`src/rtl/uart_arb_pkg.sv`:
```
// Shared types and elaboration helpers for the UART TX arbiter.
// Holds the FSM state encoding, NUM_REQ limits and timeout counter sizing.
package uart_arb_pkg;

  typedef enum logic [1:0] {
    IDLE = 2'd0,
    SEND = 2'd1,
    HOLD = 2'd2
  } arb_state_e;

  localparam int unsigned NUM_REQ_MIN = 2;
  localparam int unsigned NUM_REQ_MAX = 8;

  // Wide enough to hold LOCK_TIMEOUT itself, so the saturating compare never wraps.
  function automatic int unsigned timeout_cnt_width(input int unsigned lock_timeout);
    return $clog2(lock_timeout + 1);
  endfunction

endpackage

```
`src/rtl/rr_pick.sv`:
```
// Combinational round-robin picker: first set request at or above ptr, with wrap.
// Returns a one-hot grant and a valid flag.
module rr_pick #(
  parameter int unsigned N = 2
) (
  input  logic [N-1:0]         req,
  input  logic [$clog2(N)-1:0] ptr,
  output logic [N-1:0]         grant,
  output logic                 valid
);

  logic [N-1:0] mask_ge;
  logic [N-1:0] req_hi;

  // Lowest set bit of the requests at/above ptr, else lowest set bit overall.
  always_comb begin
    mask_ge = ~((N'(1) << ptr) - N'(1));
    req_hi  = req & mask_ge;
    if (req_hi != '0) begin
      grant = req_hi & (~req_hi + N'(1));
    end else begin
      grant = req & (~req + N'(1));
    end
    valid = |req;
  end

endmodule

```
`src/rtl/uart_tx_arbiter.sv`:
```
// Round-robin arbiter sharing one UART_TX between NUM_REQ byte sources.
// Grant is locked until the owner's last byte, with an idle timeout release.
module uart_tx_arbiter
  import uart_arb_pkg::*;
#(
  parameter int unsigned NUM_REQ      = 2,
  parameter int unsigned LOCK_TIMEOUT = 4096
) (
  input  logic                   i_Clk,
  input  logic                   i_Rst,
  input  logic [NUM_REQ-1:0]     i_Req_DV,
  input  logic [8*NUM_REQ-1:0]   i_Req_Byte,
  input  logic [NUM_REQ-1:0]     i_Req_Last,
  output logic [NUM_REQ-1:0]     o_Req_Ack,
  output logic [NUM_REQ-1:0]     o_Grant,
  output logic                   o_TX_DV,
  output logic [7:0]             o_TX_Byte,
  input  logic                   i_TX_Active,
  input  logic                   i_TX_Done,
  output logic                   o_Busy,
  output logic                   o_Lock_Abort
);

  localparam int unsigned PW = $clog2(NUM_REQ);
  localparam int unsigned CW = timeout_cnt_width(LOCK_TIMEOUT);
  localparam logic [CW-1:0] CNT_LAST = CW'(LOCK_TIMEOUT - 1);

  if (NUM_REQ < NUM_REQ_MIN || NUM_REQ > NUM_REQ_MAX) begin : g_bad_num_req
    $error("uart_tx_arbiter: NUM_REQ must be within 2..8");
  end

  arb_state_e         state, state_nxt;
  logic [PW-1:0]      r_Ptr, ptr_nxt;
  logic [PW-1:0]      r_Owner, owner_nxt, owner_inc;
  logic               r_Last, last_nxt;
  logic [CW-1:0]      r_Cnt, cnt_nxt;
  logic [NUM_REQ-1:0] grant_nxt, ack_nxt;
  logic               tx_dv_nxt, abort_nxt;
  logic [7:0]         tx_byte_nxt;

  logic [NUM_REQ-1:0] pick_req, pick_grant;
  logic               pick_valid;
  logic [PW-1:0]      pick_idx;
  logic [7:0]         pick_byte;
  logic               pick_last;
  logic               issue;

  // In HOLD only the current owner may reach the picker.
  assign pick_req = (state == HOLD) ? (i_Req_DV & o_Grant) : i_Req_DV;

  rr_pick #(
    .N(NUM_REQ)
  ) u_pick (
    .req   (pick_req),
    .ptr   (r_Ptr),
    .grant (pick_grant),
    .valid (pick_valid)
  );

  always_comb begin
    pick_idx  = '0;
    pick_byte = '0;
    pick_last = 1'b0;
    for (int unsigned k = 0; k < NUM_REQ; k++) begin
      if (pick_grant[k]) begin
        pick_idx  = PW'(k);
        pick_byte = i_Req_Byte[8*k +: 8];
        pick_last = i_Req_Last[k];
      end
    end
  end

  assign owner_inc = (r_Owner == PW'(NUM_REQ - 1)) ? '0 : r_Owner + PW'(1);
  assign issue     = pick_valid && !i_TX_Active;
  assign o_Busy    = (state != IDLE);

  always_comb begin
    state_nxt   = state;
    ptr_nxt     = r_Ptr;
    owner_nxt   = r_Owner;
    last_nxt    = r_Last;
    cnt_nxt     = r_Cnt;
    grant_nxt   = o_Grant;
    ack_nxt     = '0;
    tx_dv_nxt   = 1'b0;
    tx_byte_nxt = o_TX_Byte;
    abort_nxt   = 1'b0;

    case (state)
      IDLE, HOLD: begin
        if (issue) begin
          ack_nxt     = pick_grant;
          grant_nxt   = pick_grant;
          tx_dv_nxt   = 1'b1;
          tx_byte_nxt = pick_byte;
          last_nxt    = pick_last;
          owner_nxt   = pick_idx;
          state_nxt   = SEND;
        end else if (state == HOLD) begin
          if (r_Cnt >= CNT_LAST) begin
            abort_nxt = 1'b1;
            ptr_nxt   = owner_inc;
            grant_nxt = '0;
            state_nxt = IDLE;
          end else begin
            cnt_nxt = r_Cnt + CW'(1);
          end
        end
      end
      SEND: begin
        if (i_TX_Done) begin
          if (r_Last) begin
            ptr_nxt   = owner_inc;
            grant_nxt = '0;
            state_nxt = IDLE;
          end else begin
            cnt_nxt   = '0;
            state_nxt = HOLD;
          end
        end
      end
      default: state_nxt = IDLE;
    endcase
  end

  always_ff @(posedge i_Clk or posedge i_Rst) begin
    if (i_Rst) begin
      state        <= IDLE;
      r_Ptr        <= '0;
      r_Owner      <= '0;
      r_Last       <= 1'b0;
      r_Cnt        <= '0;
      o_Grant      <= '0;
      o_Req_Ack    <= '0;
      o_TX_DV      <= 1'b0;
      o_TX_Byte    <= 8'h00;
      o_Lock_Abort <= 1'b0;
    end else begin
      state        <= state_nxt;
      r_Ptr        <= ptr_nxt;
      r_Owner      <= owner_nxt;
      r_Last       <= last_nxt;
      r_Cnt        <= cnt_nxt;
      o_Grant      <= grant_nxt;
      o_Req_Ack    <= ack_nxt;
      o_TX_DV      <= tx_dv_nxt;
      o_TX_Byte    <= tx_byte_nxt;
      o_Lock_Abort <= abort_nxt;
    end
  end

endmodule
```
`config.mk`:
```
export PLATFORM = sky130hd
export DESIGN_NAME = uart_tx_arbiter
export DESIGN_NICKNAME = d
export VERILOG_FILES = /design/src/rtl/uart_arb_pkg.sv /design/src/rtl/rr_pick.sv /design/src/rtl/uart_tx_arbiter.sv
export SDC_FILE = /design/constraint.sdc
export NUM_CORES = 1
export LEC_CHECK = 0
export ABC_CLOCK_PERIOD_IN_PS = 3660
export CAP_MARGIN = 40
export CELL_PAD_IN_SITES_DETAIL_PLACEMENT = 0
export CELL_PAD_IN_SITES_GLOBAL_PLACEMENT = 1
export CORE_ASPECT_RATIO = 2
export CORE_MARGIN = 4
export CORE_UTILIZATION = 42
export CTS_BUF_LIST = sky130_fd_sc_hd__clkbuf_8
export DETAILED_ROUTE_END_ITERATION = 8
export PLACE_DENSITY_LB_ADDON = 0.2
export SYNTH_ARGS = -nofsm -noshare
export SYNTH_HDL_FRONTEND = slang
export SYNTH_SLANG_ARGS = --single-unit
```
`constraint.sdc`:
```
create_clock -name i_Clk -period 3.66 [get_ports i_Clk]
set_input_delay 0.915 -clock i_Clk [delete_from_list [all_inputs] [get_ports i_Clk]]
set_output_delay 0.915 -clock i_Clk [all_outputs]
set_load 0.005 [all_outputs]
```
# --- Yosys cells after proc, flatten, opt, wreduce, memory -nomap -nowiden ---
# Index checks and enable logic that the tools add are counted.
op_classes:
  n_addsub: 5
  n_lt_le_gt_ge: 1
  eq_ne: 11
  shift: 1
  muxes: 38
  bitwise: 7
  n_reduce_logical: 13
ops:
  columns: ["op", "n"]
  rows:
  - ["two-way mux 13 bit", 5]
  - ["case mux 13 bit (2 select lines)", 1]
  - ["two-way mux 2 bit", 12]
  - ["two-way mux 8 bit", 2]
  - ["two-way mux 1 bit", 15]
  - ["inequality test 2 bit (second input constant)", 7]
  - ["adder 13 x 1 -> 13 bit (second input constant)", 1]
  - ["greater-or-equal comparator 13 x 12 -> 1 bit (second input constant)", 1]
  - ["AND reduction 6 bit", 2]
  - ["bitwise AND 2 bit", 4]
  - ["case mux 2 bit (2 select lines)", 2]
  - ["inequality test 3 bit (second input constant)", 2]
  - ["inverter 2 bit", 3]
  - ["nonzero test 2 bit", 3]
  - ["AND reduction 5 bit", 1]
  - ["adder 2 x 1 -> 2 bit (second input constant)", 2]
  - ["OR reduction 2 bit", 2]
  - ["AND reduction 3 bit", 1]
  - ["equality test 2 x 1 -> 1 bit (second input constant)", 1]
  - ["equality test 2 bit (second input constant)", 1]
  - ["logical NOT 2 bit", 1]
  - ["case mux 1 bit (2 select lines)", 1]
  - ["AND reduction 2 bit", 1]
  - ["<< shifter 1 x 1 -> 2 bit (first input constant)", 1]
  - ["other kinds (4)", 4]
totals:
  regBits: 32
  inputBits: 24
  out_inout_bits: 15
  word_cells: 86

# --- Longest topological paths before layout ---
# Gate-level depths: netlist of run 1.
logic_depth:
  depth_word: 10
  ltp_mapped: 7
  mapped_depth_nobuf: 5

# --- Hierarchy ---
# From an unflattened synthesis of run 1, not the netlist that was laid out.
unflattened:
  hier_cells: 174
  area_unflattened_um2: 1701.6
by_module_without_submodules:
  columns: ["mod", "instances", "cells_each", "area_per_inst_um2"]
  rows:
  - ["uart_tx_arbiter", 1, 170, 1676.6]
  - ["rr_pick", 1, 4, 25.0]

# --- Least setup slack after synthesis of run 1 ---
# No wires, ideal clock.
synth_timing:
  kind: "input port to flip-flop"
  from: "input i_TX_Done"
  to: "register r_Cnt[4]"
  setup_time_ns: 0.126
  arrival_time_ns: 1.930
  slack_ns: 1.604
  path_stages: 5
  cell_sequence: "and4bb_2 a211o_2 o2111a_1 and3_4 mux2i_1"
synth_via:
  elab_chain_cells: 2
synth_lines:
  columns: ["item", "line_no", "source"]
  rows:
  - ["from (decl)", "uart_tx_arbiter.sv:19", "input logic i_TX_Done,"]
  - ["inequality test 2 bit (no source line)", null, null]
  - ["AND reduction 6 bit (no source line)", null, null]
  - ["to (signal assigned)", "uart_tx_arbiter.sv:143", "r_Cnt <= cnt_nxt;"]
  - ["to (decl)", "uart_tx_arbiter.sv:36", "logic [CW-1:0] r_Cnt, cnt_nxt;"]
# Every way passes these cells.
# A chain may end at the register's enable or synchronous reset.

# --- Final worst setup path of run 1 ---
layout_timing:
  from: "input i_Req_DV[1]"
  to: "register o_TX_Byte[5]"
layout_via:
  elab_chain_cells: 8
  elab_cells_between_ends: 16
  classes_between: "add/sub (2); mux (4); bitwise (6); reduce/logical (4)"
layout_lines:
  columns: ["item", "line_no", "source"]
  rows:
  - ["from (decl)", "uart_tx_arbiter.sv:11", "input logic [NUM_REQ-1:0] i_Req_DV,"]
  - ["bitwise AND 2 bit", "uart_tx_arbiter.sv:49", "assign pick_req = (state == HOLD) ? (i_Req_DV & o_Grant) : i_Req_DV;"]
  - ["two-way mux 2 bit (*)", "uart_tx_arbiter.sv:49", null]
  - ["bitwise AND 2 bit", "rr_pick.sv:18", "req_hi = req & mask_ge;"]
  - ["inverter 2 bit", "rr_pick.sv:20", "grant = req_hi & (~req_hi + N'(1));"]
  - ["adder 2 x 1 -> 2 bit", "rr_pick.sv:20", null]
  - ["bitwise AND 2 bit", "rr_pick.sv:20", null]
  - ["two-way mux 2 bit", "rr_pick.sv:19", "if (req_hi != '0) begin"]
  - ["two-way mux 8 bit", "uart_tx_arbiter.sv:65", "if (pick_grant[k]) begin"]
  - ["to (signal assigned)", "uart_tx_arbiter.sv:147", "o_TX_Byte <= tx_byte_nxt;"]
  - ["to (decl)", "uart_tx_arbiter.sv:17", "output logic [7:0] o_TX_Byte,"]
# Every way passes the cells marked *; elsewhere a longest branch is shown, timed or not.

==> results of run 1 <==
[placed cells by master, fill, tap and decap left out, types with 2 or more instances in the layout]
cell type,instances
o211ai_1,2
o21ai_0,12
and2_1,2
nor2_1,3
nor3_1,4
dfrtp_1,32
nor2b_1,3
o21a_1,2
and3_1,10
buf_4,2
o21ai_1,4
nand2_1,22
clkdlybuf4s50_1,38
clkinv_2,2
nand3_1,4
clkbuf_8,6
o21ai_2,2
or2_2,2
nand3b_1,4
o31ai_1,4
inv_1,7
nand2b_1,3
a21o_1,4
mux2i_1,3
nand4b_1,2
a21oi_1,15
nand4_1,2
[power by group through the flow]
stage               clock (mW)  combinational, mW  sequential (mW)
global route             0.310              0.619            0.574
floorplan                    0              0.345            0.526
finish                   0.283              0.545            0.554
global placement             0              0.534            0.554
detailed placement           0              0.552            0.558
CTS                      0.291              0.554            0.554
[Yosys cell counts]
library cell  instances
o21ai_1               4
o21ai_0              12
and3_1               10
a21oi_1              15
nand3_1               4
o21a_1                2
o21ai_2               2
o221a_2               1
buf_6                 1
o2111a_1              1
mux2i_1               3
and4_2                1
and3_4                1
or3_1                 1
o221ai_1              1
nand4b_1              2
nor3_1                4
nand4_4               1
nand2b_1              3
a21o_1                4
or4_1                 1
o211ai_1              2
a22oi_1               1
nor3b_1               1
nor2_1                3
dfrtp_1              32
and2_1                2
clkbuf_1              3
nand4_1               2
inv_1                 7
nand2_1              22
nor3b_2               1
ha_1                  1
nor4bb_1              1
and4_1                1
buf_2                 2
a211o_2               1
nand3b_1              4
or2_2                 2
nor2b_1               3
o31ai_1               4
and4bb_2              1
and3b_1               1
[metrics by stage]
step | setup WS, ns | hold slack, ns | power [mW] | area (sq um) | std cells
floorplan | 1.60 | 0.424 | 0.870 | 1650 | 171
global placement | 0.800 | 0.444 | 1.09 | 2080 | 256
detailed placement | 0.643 | 0.451 | 1.11 | 2080 | 256
CTS | 0.957 | 0.451 | 1.40 | 2170 | 264
global route | 0.750 | 0.476 | 1.50 | 2170 | 264
finish | 0.953 | 0.450 | 1.38 | 2170 | 264
[worst max-delay path, delay by kind of cell]
kind,cells,cell delay (ns)
buffers and inverters,2,0.82
and+or+nand+nor,2,0.43
AOI/OAI and AO/OA,2,0.73
[routing by layer]
layer / GRT usage [%] / wire length (um)
met1: 20.2 / 1460
met2: 30.9 / 2250
met3: 3.39 / 138
met5: 0 / 0
met4: 5.91 / 52
[flip-flops by register name, summed over array words and instances, names as in the netlist]
register / flops
state: 2
o_Grant: 2
o_Lock_Abort: 1
o_TX_DV: 1
r_Owner: 1
r_Cnt: 13
o_TX_Byte: 8
r_Last: 1
o_Req_Ack: 2
r_Ptr: 1
[layout make-up]
type	count	area, sq um	area share [%]
clock buffer	6	82.6	3.81
clock inverter	2	10.0	0.462
inverter	7	26.3	1.21
multi-input combinational	126	790	36.4
sequential	32	801	36.9
tap	51	63.8	2.94
timing repair buffer	40	395	18.2
[final timing paths]
check                                      from  cells past startpoint                        to  slack (ns)
hold / removal              r_Owner$_DFFE_PP0N_                      1         r_Ptr$_DFFE_PP0P_        0.45
setup / recovery                    i_Req_DV[1]                      6  o_TX_Byte[5]$_DFFE_PP0N_        0.95
min in group asynchronous                 i_Rst                      3  o_TX_Byte[2]$_DFFE_PP0N_        1.02
hold reg to reg             r_Owner$_DFFE_PP0N_                      1         r_Ptr$_DFFE_PP0P_        0.45
setup reg to reg           state[1]$_DFFE_PP0P_                      5  o_TX_Byte[5]$_DFFE_PP0N_        1.47
max in group asynchronous                 i_Rst                      3    o_Grant[1]$_DFFE_PP0P_        2.34
[cell families after synthesis]
kind of cell / Yosys count
and+or+nand+nor: 72
AOI/OAI and AO/OA: 50
DFF: 32
buffers and inverters: 13
muxes: 3
adders and majority gates: 1
==> metrics.txt, run 1 <==
CTS Sinks=32; fmax=0.369 GHz; Bufs on Longest Clock Path=2; mux contribution to synthesized area=1.82%; H-tree Lvls=2; Routed Antenna Nets=0; # diodes=0; Synth top area share=48.6%; cell count after synthesis=171; switching power=495 uW; slowest stage cell, crit path=o21ai_1; drt drc=0; Tcrit/Tclk final=74.0%; First DRT Iteration DRCs=32; Comb power frac=39.4%; final hold vios=0; GRT Overall Usage=17.6%; Synth Register Bits=32; Clk pwr share=20.5%; total grt overflow=0; required time worst endpoint=3.86 ns; Via density=5.45; port bufs=38; Synth Area in Compound Gates=18.9%; Yosys cell types=43; peak supply drop=379 uV; Net Sw Frac=35.9%; PwrDens=637 nW/um^2; Max-cap violations=0; Sequential Power Share=40.1%; worst slew pin tran=0.688 ns; Worst setup SP type=input pin; status=completed; slowest stage delay, CP=0.54 ns; Pre-antenna DRT Iters=4; cell leakage power=0.974 nW; Filler cells=378; final-report setup violation count=0; top post-synthesis cells by area=dfrtp_1 (49%), nand2_1 (5.0%), a21oi_1 (4.6%); Critical Path End Type=flip-flop; clock skew=0.00814 ns; critical path type=input pin to flip-flop; DP Wirelength=2.98 mm; Worst slew margin=53.8%; largest net degree at the start of global routing=33; Top Ports=39; min-delay worst type=flip-flop to flip-flop; FP Rows=32; critical-path maximum fanout=16; RSZ-0062 raised after global routing=false; critical-path cell list=clkdlybuf4s50_1 > nor2_1 > o21ai_1 > nand3b_1 > buf_4 > o21ai_0; vias in the first global route=1,462; routed length per instance=14.8 um; TritonCTS clock tree=done; post-synthesis xor/xnor area fraction=0%; TNS Setup=0 ns; Syn Std Cell Area=1650 sq um; worst skew pair latency=0.28 ns; share of layout cells above drive strength 1=9.86%; initial core utilization=42.9%; clock period minus final worst setup slack=2.71 ns; vias=1,438; CTS-repair resized insts=0; die area=5050 sq um; placer congestion estimate=0.778; Synth area leader=dfrtp_1; initial antenna violation count=0; Core Region=3840 sq um; sequential share of the synthesized area=48.6%; clk slew on worst S/H paths=0.07 ns; Die Height=96.6 um; root buffer cell=clkbuf_8; drt total wl=3.90 mm; nets=237; Num CTS Buffers=5; final core utilization=56.4%; Mean Syn Cell Area=9.64 sq um; Synth Area in Simple Gates=26.4%; max-slew violation count=0; Die Width=52.3 um; syn_nets=196; Post-CTS Setup Inserts=0; CP arrival=2.90 ns; hold buffers post-CTS=0; Pint=886 uW; first-pass GRT wire length=6.88 mm; Syn. warnings=0; largest family of logic cells by synthesized area=simple AND/OR/NAND/NOR gates; Area growth syn-to-layout=31.5%; area share of fa/ha/maj cells after synthesis=0.759%
Note: power is estimated with default switching activity, not from simulation.
==> run 2: changes to the inputs <==
ABC_CLOCK_PERIOD_IN_PS = 2800   (was 3660)
CORE_UTILIZATION = 39   (was 42)
clock period = 2.8 ns   (was 3.66 ns; I/O delays follow)
==> run 2 against run 1 <==
Combinational power rose by 33%; first-iteration DRC count is 31% lower; hold slack improved by 0.0093 ns; largest cell class unchanged; critical path depth unchanged; critical endpoint is now r_Cnt[5]$_DFFE_PP0P_; non-clock buffer count up 2; die area is 6.8% higher; wire length increased by 1.9%; sequential share of layout area fell by 0.83 points; clock skew fell by 0.0031 ns; global-route usage shrank 0.29 points.
==> metrics.txt, run 2 (synthesis gave the netlist of run 1 again) <==
Largest Register=r_Cnt (unchanged); worst slew pin tran=0.401 ns (was 0.688 ns); most frequent cells in the layout=clkdlybuf4s50_1 (38), dfrtp_1 (32), nand2_1 (22), a21oi_1 (15), o21ai_0 (12) (unchanged); final std cells w/o fill=267 (was 264); die area=5400 sq um (was 5050 sq um); Worst setup SP type=input pin (unchanged); DP Area=2090 sq um (was 2080 sq um); Top Ports=39 (unchanged); First DRT Iteration DRCs=22 (was 32); critical-path cell list=clkdlybuf4s50_1 > and4bb_2 > a211o_2 > o21ai_2 > or4_1 > a21oi_1 (was clkdlybuf4s50_1 > nor2_1 > o21ai_1 > nand3b_1 > buf_4 > o21ai_0); CP arrival=2.48 ns (was 2.90 ns); Core Region=4090 sq um (was 3840 sq um); CTS Sinks=32 (unchanged); Critical Path End Type=flip-flop (unchanged); Filler cells=374 (was 378); Num CTS Buffers=5 (unchanged); RSZ-0062 raised after global routing=false (unchanged); biggest regs=r_Cnt (13), o_TX_Byte (8) (unchanged); worst skew pair latency=0.28 ns (about the same); TNS Setup=0 ns (unchanged); slowest stage delay, CP=0.52 ns (was 0.54 ns); hold buffers post-CTS=0 (unchanged); CTS-repair resized insts=0 (unchanged); PwrDens=870 nW/um^2 (was 637 nW/um^2); final hold vios=0 (unchanged); status=completed (unchanged); critical-path maximum fanout=10 (was 16); Pre-antenna DRT Iters=4 (unchanged); first-pass GRT wire length=6.83 mm (was 6.88 mm); Area growth syn-to-layout=34.5% (was 31.5%); clock skew=0.00504 ns (was 0.00814 ns); fmax=0.438 GHz; max FFs per register=13 (unchanged); drt drc=0 (unchanged); port bufs=38 (unchanged); Sequential Area=801 sq um (unchanged); placed cells=259 (was 256); Max-cap violations=0 (unchanged); Routed Antenna Nets=0 (unchanged); Die Height=100 um (was 96.6 um); Die Width=54.0 um (was 52.3 um); dpl ws=0.278 ns (was 0.643 ns); initial antenna violation count=0 (unchanged); Tcrit/Tclk final=81.4%; critical path type=input pin to flip-flop (unchanged); final core utilization=54.3% (was 56.4%); total grt overflow=0 (unchanged); largest net degree at the start of global routing=33 (unchanged); Bufs on Longest Clock Path=2 (unchanged); peak supply drop=535 uV (was 379 uV); cell leakage power=0.996 nW (was 0.974 nW); min-delay worst type=flip-flop to flip-flop (unchanged); Via density=5.39 (was 5.45); Power Total=1.93 mW (was 1.38 mW); root buffer cell=clkbuf_8 (unchanged); vias in the first global route=1,551 (was 1,462); placer congestion estimate=0.833 (was 0.778); required time worst endpoint=3.00 ns (was 3.86 ns); DP Wirelength=3.08 mm (was 2.98 mm); nets=239 (was 237); drt total wl=3.98 mm (was 3.90 mm); commonest non-fill, non-tap cell in the layout=clkdlybuf4s50_1 (unchanged); hold_ws=0.459 ns (was 0.450 ns); clock period minus final worst setup slack=2.28 ns; H-tree Lvls=2 (unchanged); TritonCTS clock tree=done (unchanged); Worst slew margin=73.2% (was 53.8%); Post-CTS Setup Inserts=0 (unchanged); # diodes=0 (unchanged); initial core utilization=40.3% (was 42.9%); worst setup slack after layout=0.519 ns (was 0.953 ns); GRT Overall Usage=17.3% (was 17.6%); slowest stage cell, crit path=clkdlybuf4s50_1 (was o21ai_1); share of layout cells above drive strength 1=10.7% (was 9.86%); routed length per instance=14.9 um (was 14.8 um); vias=1,438 (unchanged); final-report setup violation count=0 (unchanged); clk slew on worst S/H paths=0.07 ns (about the same); Final Cell Area=2220 sq um (was 2170 sq um); area of the multi-input gates=790 sq um (unchanged); FP Rows=33 (was 32); max-slew violation count=0 (unchanged)
==> run 2: changes by cell type in the layout (fill, tap and decap cells not counted) <==
cell	previous run	this run
buf_4	2	4
clkinv_2	2	0
bufinv_16	0	1
clkbuf_8	6	7
==> run 2: final cells by class <==
class	count	area share, %
Sequential cell	32	36.1
Multi-Input combinational cell	126	35.6
Timing Repair Buffer	42	18.5
Clock buffer	7	4.34
Tap cell	52	2.93
Clock inverter	1	1.35
Inverter	7	1.18
==> run 2: worst paths after layout <==
check / from / end / slack (ns) / cells after the start
worst max-delay path: i_TX_Done / r_Cnt[5]$_DFFE_PP0P_ / 0.52 / 6
worst min register to register: r_Owner$_DFFE_PP0N_ / r_Ptr$_DFFE_PP0P_ / 0.46 / 1
worst min-delay path: r_Owner$_DFFE_PP0N_ / r_Ptr$_DFFE_PP0P_ / 0.46 / 1
max in group asynchronous: i_Rst / o_Req_Ack[1]$_DFF_PP0_ / 1.71 / 3
worst max register to register: state[0]$_DFFE_PP0P_ / r_Cnt[5]$_DFFE_PP0P_ / 0.87 / 5
min in group asynchronous: i_Rst / o_TX_DV$_DFF_PP0_ / 0.80 / 3
==> run 2: where the power goes <==
part,switching (mW),internal [mW],total (mW)
Combinational,0.346,0.380,0.726
Clock,0.164,0.314,0.478
Sequential,0.130,0.595,0.725
==> run 2: worst max-delay path, delay by kind of cell <==
kind / cells / cell delay (ns)
buffers and inverters: 1 / 0.52
AO/OA/AOI/OAI: 3 / 0.47
AND/OR/NAND/NOR: 2 / 0.78
==> run 2: routing by layer <==
metal / GRT usage [%] / up-vias / share of wire [%]
li1: - / 706 / -
met1: 17.7 / 694 / 36
met2: 30.9 / 33 / 57
met3: 4.61 / 5 / 4.9
met4: 7.68 / 0 / 1.8
met5: 0 / - / 0
